File: config.mk
export PLATFORM = sky130hd
export DESIGN_NAME = hp1349a_control_p
export DESIGN_NICKNAME = d
export VERILOG_FILES = /design/src/rtl/hp1349a_pkg.sv /design/src/rtl/hp1349a_scale.sv /design/src/rtl/hp1349a_control_p.sv
export SDC_FILE = /design/constraint.sdc
export NUM_CORES = 1
export LEC_CHECK = 0
export ABC_AREA = 0
export CORE_ASPECT_RATIO = 1.1
export CORE_MARGIN = 1
export CORE_UTILIZATION = 40
export DETAILED_ROUTE_END_ITERATION = 8
export PLACE_DENSITY = 0.6
export SLEW_MARGIN = 20
export SYNTH_ARGS = -nofsm -noshare
export SYNTH_HDL_FRONTEND = slang
export SYNTH_SLANG_ARGS = --single-unit
File: constraint.sdc
create_clock -name clk -period 3.3 [get_ports clk]
set_input_delay 0.495 -clock clk [delete_from_list [all_inputs] [get_ports clk]]
set_output_delay 0.495 -clock clk [all_outputs]
set_load 0.01 [all_outputs]
File: src/rtl/hp1349a_pkg.sv
// Shared constants and types for the HP1349A command interpreter.
package hp1349a_pkg;

    // Command opcodes held in cmd_data[14:13]
    localparam logic [1:0] OP_PLOT    = 2'b00;
    localparam logic [1:0] OP_GRAPH   = 2'b01;
    localparam logic [1:0] OP_TEXT    = 2'b10;
    localparam logic [1:0] OP_SETCOND = 2'b11;

    // Text control codes that move the pen instead of drawing
    localparam logic [6:0] CODE_CR = 7'h0D;
    localparam logic [6:0] CODE_LF = 7'h0A;

    // Values driven on draw_kind
    localparam logic KIND_VECTOR = 1'b0;
    localparam logic KIND_CHAR   = 1'b1;

    // One command word is carried through these states in order
    typedef enum logic [2:0] {
        ST_IDLE,
        ST_DECODE,
        ST_SCALE,
        ST_EMIT,
        ST_COMMIT
    } state_t;

    // Set-condition words only use [12] and the low data bits; anything in [11:7] is rejected
    function automatic logic isUnsupported(input logic [14:0] word);
        return (word[14:13] == OP_SETCOND) && (word[11:7] != 5'd0);
    endfunction

endpackage

File: src/rtl/hp1349a_scale.sv
// Maps one device coordinate onto the screen: (c * SIZE) >> COORD_W, optionally flipped.
module hp1349a_scale #(
    parameter int COORD_W = 11,
    parameter int OUT_W   = 10,
    parameter int SIZE    = 640,
    parameter bit INVERT  = 1'b0
) (
    input  logic [COORD_W-1:0] coord_i,
    output logic [OUT_W-1:0]   screen_o
);

    // Product is kept wide enough that nothing is lost before the shift
    localparam int PW = COORD_W + $clog2(SIZE) + 1;

    logic [PW-1:0] product;
    logic [PW-1:0] shifted;

    // Full-width multiply, then drop the device fraction; y axis counts down from the top row
    always_comb begin
        product  = PW'(coord_i) * PW'(SIZE);
        shifted  = product >> COORD_W;
        screen_o = OUT_W'(INVERT ? (PW'(SIZE - 1) - shifted) : shifted);
    end

endmodule

File: src/rtl/hp1349a_control_p.sv
// HP1349A command interpreter: decodes command words, tracks pen/graph/condition state
// and hands scaled vector or character requests to the raster engine.
module hp1349a_control_p
    import hp1349a_pkg::*;
#(
    parameter int COORD_W  = 11,
    parameter int OUT_W    = 10,
    parameter int SCR_W    = 640,
    parameter int SCR_H    = 480,
    parameter int CHAR_ADV = 30,
    parameter int LINE_ADV = 48
) (
    input  logic             clk,
    input  logic             rst,
    input  logic             cmd_valid,
    output logic             cmd_ready,
    input  logic [15:0]      cmd_data,
    output logic             draw_valid,
    input  logic             draw_ready,
    output logic             draw_kind,
    output logic [OUT_W-1:0] draw_x_from,
    output logic [OUT_W-1:0] draw_y_from,
    output logic [OUT_W-1:0] draw_x_to,
    output logic [OUT_W-1:0] draw_y_to,
    output logic [6:0]       draw_char_code,
    output logic [6:0]       draw_intensity,
    output logic [1:0]       draw_char_size,
    output logic             cmd_error
);

    localparam logic [COORD_W-1:0] CMAX = '1;

    state_t state_q, state_d;
    logic [14:0] cmdWord_q, cmdWord_d;
    logic [COORD_W-1:0] penX_q, penX_d, penY_q, penY_d;
    logic [COORD_W-1:0] latchX_q, latchX_d, lineStartX_q, lineStartX_d;
    logic [COORD_W-1:0] graphX_q, graphX_d, graphInc_q, graphInc_d;
    logic [6:0] intensity_q, intensity_d;
    logic [1:0] charSize_q, charSize_d;
    logic [OUT_W-1:0] sFromX_q, sFromX_d, sFromY_q, sFromY_d;
    logic [OUT_W-1:0] sToX_q, sToX_d, sToY_q, sToY_d;

    logic [OUT_W-1:0] scFromX, scFromY, scToX, scToY;
    logic [COORD_W-1:0] toXSrc, charStep, lineStep;

    logic unusedMsb;
    assign unusedMsb = cmd_data[15];

    logic [1:0] opcode;
    logic subBit, penBit, isText, isCtrl, unsupported, wantsDraw;
    logic [COORD_W-1:0] field;
    logic [6:0] code;

    assign opcode      = cmdWord_q[14:13];
    assign subBit      = cmdWord_q[12];
    assign penBit      = cmdWord_q[11];
    assign field       = COORD_W'(cmdWord_q[10:0]);
    assign code        = cmdWord_q[6:0];
    assign isText      = (opcode == OP_TEXT);
    assign isCtrl      = (code == CODE_CR) || (code == CODE_LF);
    assign unsupported = isUnsupported(cmdWord_q);
    assign wantsDraw   = ((opcode == OP_PLOT || opcode == OP_GRAPH) && subBit && penBit)
                       || (isText && !isCtrl);

    assign toXSrc   = (opcode == OP_GRAPH) ? graphX_q : latchX_q;
    assign charStep = COORD_W'(CHAR_ADV) << charSize_q;
    assign lineStep = COORD_W'(LINE_ADV) << charSize_q;

    function automatic logic [COORD_W-1:0] satAdd(input logic [COORD_W-1:0] a,
                                                  input logic [COORD_W-1:0] b);
        logic [COORD_W:0] sum;
        sum = {1'b0, a} + {1'b0, b};
        return sum[COORD_W] ? CMAX : sum[COORD_W-1:0];
    endfunction

    function automatic logic [COORD_W-1:0] satSub(input logic [COORD_W-1:0] a,
                                                  input logic [COORD_W-1:0] b);
        return (a < b) ? '0 : a - b;
    endfunction

    hp1349a_scale #(.COORD_W(COORD_W), .OUT_W(OUT_W), .SIZE(SCR_W), .INVERT(1'b0))
        uScaleFromX (.coord_i(penX_q), .screen_o(scFromX));
    hp1349a_scale #(.COORD_W(COORD_W), .OUT_W(OUT_W), .SIZE(SCR_H), .INVERT(1'b1))
        uScaleFromY (.coord_i(penY_q), .screen_o(scFromY));
    hp1349a_scale #(.COORD_W(COORD_W), .OUT_W(OUT_W), .SIZE(SCR_W), .INVERT(1'b0))
        uScaleToX (.coord_i(toXSrc), .screen_o(scToX));
    hp1349a_scale #(.COORD_W(COORD_W), .OUT_W(OUT_W), .SIZE(SCR_H), .INVERT(1'b1))
        uScaleToY (.coord_i(field), .screen_o(scToY));

    // Sequencing plus all state updates; pen/graph/condition state only changes in COMMIT
    always_comb begin
        state_d      = state_q;
        cmdWord_d    = cmdWord_q;
        penX_d       = penX_q;
        penY_d       = penY_q;
        latchX_d     = latchX_q;
        lineStartX_d = lineStartX_q;
        graphX_d     = graphX_q;
        graphInc_d   = graphInc_q;
        intensity_d  = intensity_q;
        charSize_d   = charSize_q;
        sFromX_d     = sFromX_q;
        sFromY_d     = sFromY_q;
        sToX_d       = sToX_q;
        sToY_d       = sToY_q;
        cmd_ready    = 1'b0;
        cmd_error    = 1'b0;
        draw_valid   = 1'b0;
        unique case (state_q)
            ST_IDLE: begin
                cmd_ready = !rst;
                if (cmd_valid && !rst) begin
                    cmdWord_d = cmd_data[14:0];
                    state_d   = ST_DECODE;
                end
            end
            ST_DECODE: begin
                cmd_error = unsupported;
                state_d   = wantsDraw ? ST_SCALE : ST_COMMIT;
            end
            ST_SCALE: begin
                sFromX_d = scFromX;
                sFromY_d = scFromY;
                sToX_d   = isText ? '0 : scToX;
                sToY_d   = isText ? '0 : scToY;
                state_d  = ST_EMIT;
            end
            ST_EMIT: begin
                draw_valid = 1'b1;
                if (draw_ready) state_d = ST_COMMIT;
            end
            ST_COMMIT: begin
                state_d = ST_IDLE;
                if (!unsupported) begin
                    case (opcode)
                        OP_PLOT: begin
                            if (!subBit) begin
                                latchX_d     = field;
                                lineStartX_d = field;
                            end else begin
                                penX_d = latchX_q;
                                penY_d = field;
                            end
                        end
                        OP_GRAPH: begin
                            if (!subBit) begin
                                graphInc_d = field;
                                graphX_d   = '0;
                            end else begin
                                penX_d   = graphX_q;
                                penY_d   = field;
                                graphX_d = satAdd(graphX_q, graphInc_q);
                            end
                        end
                        OP_TEXT: begin
                            if (code == CODE_CR)      penX_d = lineStartX_q;
                            else if (code == CODE_LF) penY_d = satSub(penY_q, lineStep);
                            else                      penX_d = satAdd(penX_q, charStep);
                        end
                        default: begin
                            if (!subBit) intensity_d = cmdWord_q[6:0];
                            else         charSize_d  = cmdWord_q[1:0];
                        end
                    endcase
                end
            end
            default: state_d = ST_IDLE;
        endcase
    end

    // State register; reset drops any pending request and restores power-on defaults
    always_ff @(posedge clk) begin
        if (rst) begin
            state_q      <= ST_IDLE;
            cmdWord_q    <= '0;
            penX_q       <= '0;
            penY_q       <= '0;
            latchX_q     <= '0;
            lineStartX_q <= '0;
            graphX_q     <= '0;
            graphInc_q   <= COORD_W'(1);
            intensity_q  <= 7'h7F;
            charSize_q   <= 2'd0;
            sFromX_q     <= '0;
            sFromY_q     <= '0;
            sToX_q       <= '0;
            sToY_q       <= '0;
        end else begin
            state_q      <= state_d;
            cmdWord_q    <= cmdWord_d;
            penX_q       <= penX_d;
            penY_q       <= penY_d;
            latchX_q     <= latchX_d;
            lineStartX_q <= lineStartX_d;
            graphX_q     <= graphX_d;
            graphInc_q   <= graphInc_d;
            intensity_q  <= intensity_d;
            charSize_q   <= charSize_d;
            sFromX_q     <= sFromX_d;
            sFromY_q     <= sFromY_d;
            sToX_q       <= sToX_d;
            sToY_q       <= sToY_d;
        end
    end

    assign draw_kind      = draw_valid ? (isText ? KIND_CHAR : KIND_VECTOR) : 1'b0;
    assign draw_x_from    = draw_valid ? sFromX_q : '0;
    assign draw_y_from    = draw_valid ? sFromY_q : '0;
    assign draw_x_to      = draw_valid ? sToX_q : '0;
    assign draw_y_to      = draw_valid ? sToY_q : '0;
    assign draw_char_code = (draw_valid && isText) ? code : 7'd0;
    assign draw_intensity = draw_valid ? intensity_q : 7'd0;
    assign draw_char_size = draw_valid ? charSize_q : 2'd0;

endmodule

==> results of run 1 <==
## critical path: stages (launching register included)
cell	delay, ns
dfxtp_4	0.36
fa_1	0.49
fa_1	0.54
ha_4	0.21
a211oi_2	0.17
nor2_1	0.09
or4_4	0.49
a211oi_2	0.21
xnor2_1	0.18
ha_2	0.32
nor3_2	0.10
a21oi_1	0.05
nor2_1	0.09
## sequential cells by signal, indices dropped and copies added (netlist names)
signal / flops
cmdWord_q: 15
graphInc_q: 11
graphX_q: 11
lineStartX_q: 11
penX_q: 11
penY_q: 11
sFromX_q: 10
sFromY_q: 10
sToX_q: 10
sToY_q: 10
intensity_q: 7
state_q: 3
charSize_q: 2
## layout make-up
type | instances | area, µm²
Fill cell | 2097 | 10490
Multi-Input combinational cell | 813 | 6444
Sequential cell | 122 | 2469
Timing Repair Buffer | 187 | 1597
Clock buffer | 22 | 474.2
Tap cell | 295 | 369.1
Inverter | 94 | 362.8
Clock inverter | 10 | 116.4
Antenna cell | 1 | 2.502
## kinds of logic after synthesis
| logic type | after synthesis | share of synthesized area |
|---|---|---|
| compound gates | 257 | 0.1900 |
| xor+xnor | 43 | 0.04247 |
| fa+ha+maj | 148 | 0.2334 |
| buf+inv | 138 | 0.05753 |
| simple gates | 335 | 0.1782 |
| flops | 122 | 0.2649 |
| mux | 30 | 0.03365 |
## layer usage
metal	routed length [µm]	vias up	share of wire	track usage
met5	0	-	0	0
met4	391	0	0.016	0.06203
met3	925	25	0.038	0.03390
met2	11240	168	0.47	0.3524
met1	11600	3771	0.48	0.2854
li1	-	4070	-	-
## cell usage in the layout, fill, tap and decap left out, types with 15 or more instances in the layout
| master | Yosys | final |
|---|---|---|
| buf_4 | 0 | 110 |
| dfxtp_1 | 122 | 109 |
| o21ai_0 | 43 | 36 |
| xor2_1 | 15 | 15 |
| o31ai_1 | 17 | 17 |
| fa_1 | 40 | 40 |
| ha_1 | 108 | 100 |
| clkdlybuf4s50_1 | 0 | 77 |
| inv_1 | 94 | 78 |
| mux2i_1 | 22 | 22 |
| nand2_1 | 81 | 81 |
| xnor2_1 | 27 | 26 |
| a21oi_1 | 65 | 62 |
| and2_1 | 53 | 53 |
| clkbuf_16 | 0 | 17 |
| nor2_1 | 102 | 101 |
| nor3_1 | 24 | 21 |
## stage by stage
step | utilization | total power, µW | hold WS [ns]
4_1_cts | 0.5246 | 4246 | 0.4505
6_report | 0.5301 | 4228 | 0.4458
5_1_grt | 0.5300 | 4423 | 0.4684
3_5_place_dp | 0.4946 | 2330 | 0.4424
3_3_place_gp | 0.4946 | 2321 | 0.4321
2_1_floorplan | - | 2030 | 0.4166
## power breakdown
part	switching (µW)	internal, µW
logic	434	377
registers	30.8	1500
clock network	711	1170
## cells in the mapped netlist, drive strengths merged, types with 7 or more instances
cell type  number  share of area
dfxtp         122           0.26
ha            108           0.15
nor2          103          0.042
inv            94          0.038
nand2          81          0.033
a21oi          66          0.036
and2           53          0.036
o21ai          49          0.028
fa             40          0.087
clkbuf         37          0.015
xnor2          27          0.026
nor3           25          0.014
mux2i          22          0.024
a211oi         17          0.014
nor2b          17          0.012
o31ai          17          0.014
xor2           15          0.014
nand3          14         0.0081
a211o          13          0.012
a22oi          13          0.011
a21o           12         0.0098
nor4           11         0.0075
a221oi         10          0.010
o21a            9         0.0073
and3            8         0.0060
mux2            8         0.0098
o21bai          8         0.0065
buf             7         0.0042
## what timing repair did
item	CTS	global route
gates cloned	0	0
pin swaps	15	29
buffers inserted	2	4
setup endpoints to repair	13	14
endpoints found under the hold margin	0	0
gates resized for setup	17	27
## how the worst min path moves through the flow
stage | startpoint | end | slack (ns) | cells past startpoint
3_5_place_dp | sFromY_q[5]$_SDFFE_PP0P_ | sFromY_q[5]$_SDFFE_PP0P_ | 0.44 | 2
3_3_place_gp | sFromY_q[8]$_SDFFE_PP0P_ | sFromY_q[8]$_SDFFE_PP0P_ | 0.43 | 2
2_1_floorplan | sFromY_q[8]$_SDFFE_PP0P_ | sFromY_q[8]$_SDFFE_PP0P_ | 0.42 | 2
5_1_grt | sFromY_q[5]$_SDFFE_PP0P_ | sFromY_q[5]$_SDFFE_PP0P_ | 0.47 | 2
4_1_cts | sFromY_q[5]$_SDFFE_PP0P_ | sFromY_q[5]$_SDFFE_PP0P_ | 0.45 | 2
6_report | sFromX_q[2]$_SDFFE_PP0P_ | sFromX_q[2]$_SDFFE_PP0P_ | 0.45 | 2
==> impl_metrics.tcl, run 1 <==
set metrics [dict create \
    final.setup_skew_ns 0.01144 \
    yosysSeqAreaShare 0.2649 \
    async_flop_share 0 \
    cts_tree "yes" \
    stdcell_area_um2 11830 \
    cp_max_fo 4 \
    start_kind "flip-flop" \
    timing.slew.headroom 0.5228 \
    synth-seq-cells 122 \
    fp.dieH_um 161.2 \
    antenna_found_initial 0 \
    nets 1403 \
    dr.pass1.iters 5 \
    netlist_instances 1073 \
    syn-cell-area_um2 9221 \
    min_path_type "flip-flop to flip-flop" \
    placed_area_um2 11040 \
    peakVddDrop_mv 0.3541 \
    cp.arrival_ns 3.73 \
    grt_max_degree 66 \
    groute.usage.overall 0.2132 \
    setup_viol 4 \
    rows 57 \
    postSynthAreaPerCell_um2 8.594 \
    clk_path_buf_depth 2 \
    synth-edff-count 0 \
    dpl.hpwl_um 18380 \
    cts_buffers 17 \
    drc 0 \
    reg2reg_slack_ns -0.07 \
    fmax_mhz 296.5 \
    cts_hold_buf 0 \
    stdcell_count 1544 \
    dieWidth_um 146.8 \
    end_kind "flip-flop" \
    violations "negative setup slack" \
    p_leak_uw 0.005132 \
    layout_min_cycle_time_ns 3.372 \
    start_util 0.4131 \
    area_growth_pct 28.33 \
    postSynthNetCount 1241 \
    vias 8034 \
    maxCapViolCount 0 \
    grt_pass1_wl_um 39830 \
    reg2reg_to "sToY_q[6]$_SDFFE_PP0P_" \
    critPathRequiredTime_ns 3.66 \
    status "finished with violations" \
    ys_types 72 \
    h-tree-depth 4 \
    io_buffers 78 \
    maxSlewViolCount 0 \
    place_inst 1505 \
    grt_setup_unrepaired "true" \
    drt_wl_total_um 24160 \
    place.gp.congestion 0.8498 \
    boundaryPins 80 \
    r2r-start "cmdWord_q[1]$_SDFFE_PP0P_" \
    dieArea_um2 23670 \
    root_buffer "clkbuf_16" \
    critPathCapture "sToY_q[6]$_SDFFE_PP0P_" \
    synth_flop_cell "dfxtp_1" \
    via_per_inst 5.203 \
    wl_per_cell_um 15.65 \
    clock_latency_ns 0.42 \
    grt_remaining_overflow 0 \
    dp_slack_ns -0.1914 \
    detail-route-antenna-nets 0 \
    grt_pass1_vias 7719 \
    drive_gt1_frac 0.1795 \
    cts.clk_slew.worst_paths_ns 0.06 \
    worst_pin_slew_ns 0.7158 \
    final_hold_viol_count 0 \
    setup_tns_ns -0.1751 \
    clock_sinks 122 \
    worstSetupPathType "flip-flop to flip-flop" \
    power_density_nw_per_um2 357.3 \
    yosysWarnings 0 \
    fin_crit_sh 1.022 \
    crit_start "cmdWord_q[1]$_SDFFE_PP0P_" \
    worst-r2r-cell-count 12 \
    core_um2 22320 \
    final.setup.worst_slack_ns -0.07212 \
    drtIter0Drc 457 \
]
(Power assumes the default switching activity.)
==> run 2, diff against run 1 <==
--- a/config.mk
+++ b/config.mk
@@ -10,6 +10,7 @@
 export CORE_MARGIN = 1
 export CORE_UTILIZATION = 40
 export DETAILED_ROUTE_END_ITERATION = 8
+export GPL_TIMING_DRIVEN = 0
 export PLACE_DENSITY = 0.6
 export SLEW_MARGIN = 20
 export SYNTH_ARGS = -nofsm -noshare
==> constraint.sdc (replaced) <==
create_clock -name clk -period 2.8 [get_ports clk]
set_input_delay 0.42 -clock clk [delete_from_list [all_inputs] [get_ports clk]]
set_output_delay 0.42 -clock clk [all_outputs]
set_load 0.01 [all_outputs]
==> run 2 against run 1 <==
  * Clock power rose by 21%
  * Clock skew fell by 0.00088 ns
  * Via count is 2.7% higher
  * Count of clock-buffer cells in the layout fell by 3
  * Final area up 3.9%
  * The flow still finishes with violations (negative setup slack)
  * First-iteration DRC count is 24% higher
  * Largest cell class unchanged
==> impl_metrics.tcl, run 2 (same netlist as run 1, synthesis figures left out) <==
set metrics [dict create \
    maxSlewViolCount 0 \
    fp.dieH_um 161.2 \
    grt_pass1_vias 8073 \
    fill_cells 2047 \
    nets 1389 \
    core_um2 22320 \
    wl_per_cell_um 17.84 \
    worstSetupPathType "flip-flop to flip-flop" \
    root_buffer "clkbuf_16" \
    groute.usage.overall 0.2358 \
    diodes 0 \
    cts_tree "yes" \
    peakVddDrop_mv 0.3806 \
    largest_reg_flops 15 \
    min_path_type "flip-flop to flip-flop" \
    highest_layer "met4" \
    timing.slew.headroom 0.3860 \
    dpl.hpwl_um 20080 \
    grt_max_degree 17 \
    drt_wl_total_um 27280 \
    multi_input_area_um2 6965 \
    grt_pass1_wl_um 43210 \
    crit_start "penY_q[1]$_SDFFE_PP0P_" \
    wl_met1_um 12410 \
    placed_area_um2 10660 \
    dr.pass1.iters 5 \
    layout_min_cycle_time_ns 3.418 \
    maxCapViolCount 0 \
    p_leak_uw 0.005131 \
    antenna_found_initial 0 \
    start_util 0.4131 \
    final_hold_viol_count 0 \
    io_buffers 77 \
    seqCellArea_um2 2527 \
    setup_tns_ns -6.296 \
    rows 57 \
    clock_latency_ns 0.43 \
    via_per_inst 5.396 \
    critPathRequiredTime_ns 3.15 \
    place.gp.congestion 0.9026 \
    clock_sinks 122 \
    setup_viol 18 \
    start_kind "flip-flop" \
    cp.arrival_ns 3.76 \
    stdcell_area_um2 12300 \
    cts.clk_slew.worst_paths_ns 0.06 \
    cts_buffers 17 \
    drc 0 \
    detail-route-antenna-nets 0 \
    final_common_cell "nor2_1" \
    dieWidth_um 146.8 \
    worst_pin_slew_ns 0.9210 \
    power_density_nw_per_um2 413.5 \
    vias 8250 \
    clk_path_buf_depth 2 \
    grt_remaining_overflow 0 \
    h-tree-depth 4 \
    final.setup.worst_slack_ns -0.6178 \
    boundaryPins 80 \
    area_growth_pct 33.39 \
    cp_max_fo 4 \
    fin_crit_sh 1.221 \
    wl_met3_um 1159 \
    drive_gt1_frac 0.2237 \
    end_kind "flip-flop" \
    drtIter0Drc 568 \
    hold_start "sToY_q[8]$_SDFFE_PP0P_" \
    status "finished with violations" \
    violations "negative setup slack" \
    r2r-start "penY_q[1]$_SDFFE_PP0P_" \
    dieArea_um2 23670 \
    wl_met2_um 13190 \
    final.setup_skew_ns 0.01056 \
    most-common-layout-cells "nor2_1, dfxtp_1, ha_1, nand2_1" \
    fmax_mhz 292.6 \
    top_register "cmdWord_q" \
    grt_setup_unrepaired "true" \
]
[run 2: layer usage]
layer / vias up / global-route usage
li1: 4032 / -
met1: 3951 / 0.3081
met2: 234 / 0.3957
met3: 33 / 0.03249
met4: 0 / 0.08523
met5: - / 0
[run 2: power breakdown]
group          internal, µW  leakage [µW]  switching, µW
Sequential             1760       0.00100           51.2
Clock                  1410      0.000284            876
Combinational           417       0.00384            572
[run 2: worst paths after layout]
check                                                 to  slack, ns  cells after the start
worst max-delay path            sFromY_q[8]$_SDFFE_PP0P_      -0.62                     12
worst min-delay path              sToY_q[8]$_SDFFE_PP0P_       0.44                      2
worst min register to register    sToY_q[8]$_SDFFE_PP0P_       0.44                      2
worst max register to register  sFromY_q[8]$_SDFFE_PP0P_      -0.62                     12
[run 2: per-stage QoR]
stage / hold slack, ns / util / setup slack [ns] / power [µW] / std cells
final: 0.4443 / 0.5510 / -0.6178 / 5087 / 1529
after global placement: 0.4326 / 0.4777 / -1.118 / 2637 / 1445
after CTS: 0.4453 / 0.5312 / -0.6296 / 5054 / 1507
after floorplan: 0.4166 / - / -0.5512 / 2414 / 1073
after global routing: 0.4687 / 0.5510 / -0.7696 / 5297 / 1529
after detailed placement: 0.4402 / 0.4777 / -1.127 / 2650 / 1445
[run 2: final cells by class]
cell class              count  area share
flip-flops and latches    122      0.2055
repair buffers            131     0.09785
clock inverters            13     0.01394
well taps                 295     0.03001
multi-input cells         813      0.5663
inverters                  94     0.03316
clock buffers              19     0.03519
plain buffers              42     0.01811
[run 2: what timing repair did]
action,CTS,global route
hold buffers,0,0
resized for setup,107,69
pin swaps,41,59
buffers inserted,32,23
endpoints found under the setup margin,105,88
[run 2: worst max-delay path, stage by stage (launching register included)]
cell and delay (ns):
dfxtp_4 0.36, fa_1 0.59, fa_1 0.47, ha_4 0.25, a211oi_4 0.26, o21ai_2 0.10
and3_4 0.16, buf_6 0.12, nor3_4 0.21, xnor2_2 0.15, nand3_1 0.13, xor3_1 0.38
o31ai_2 0.17
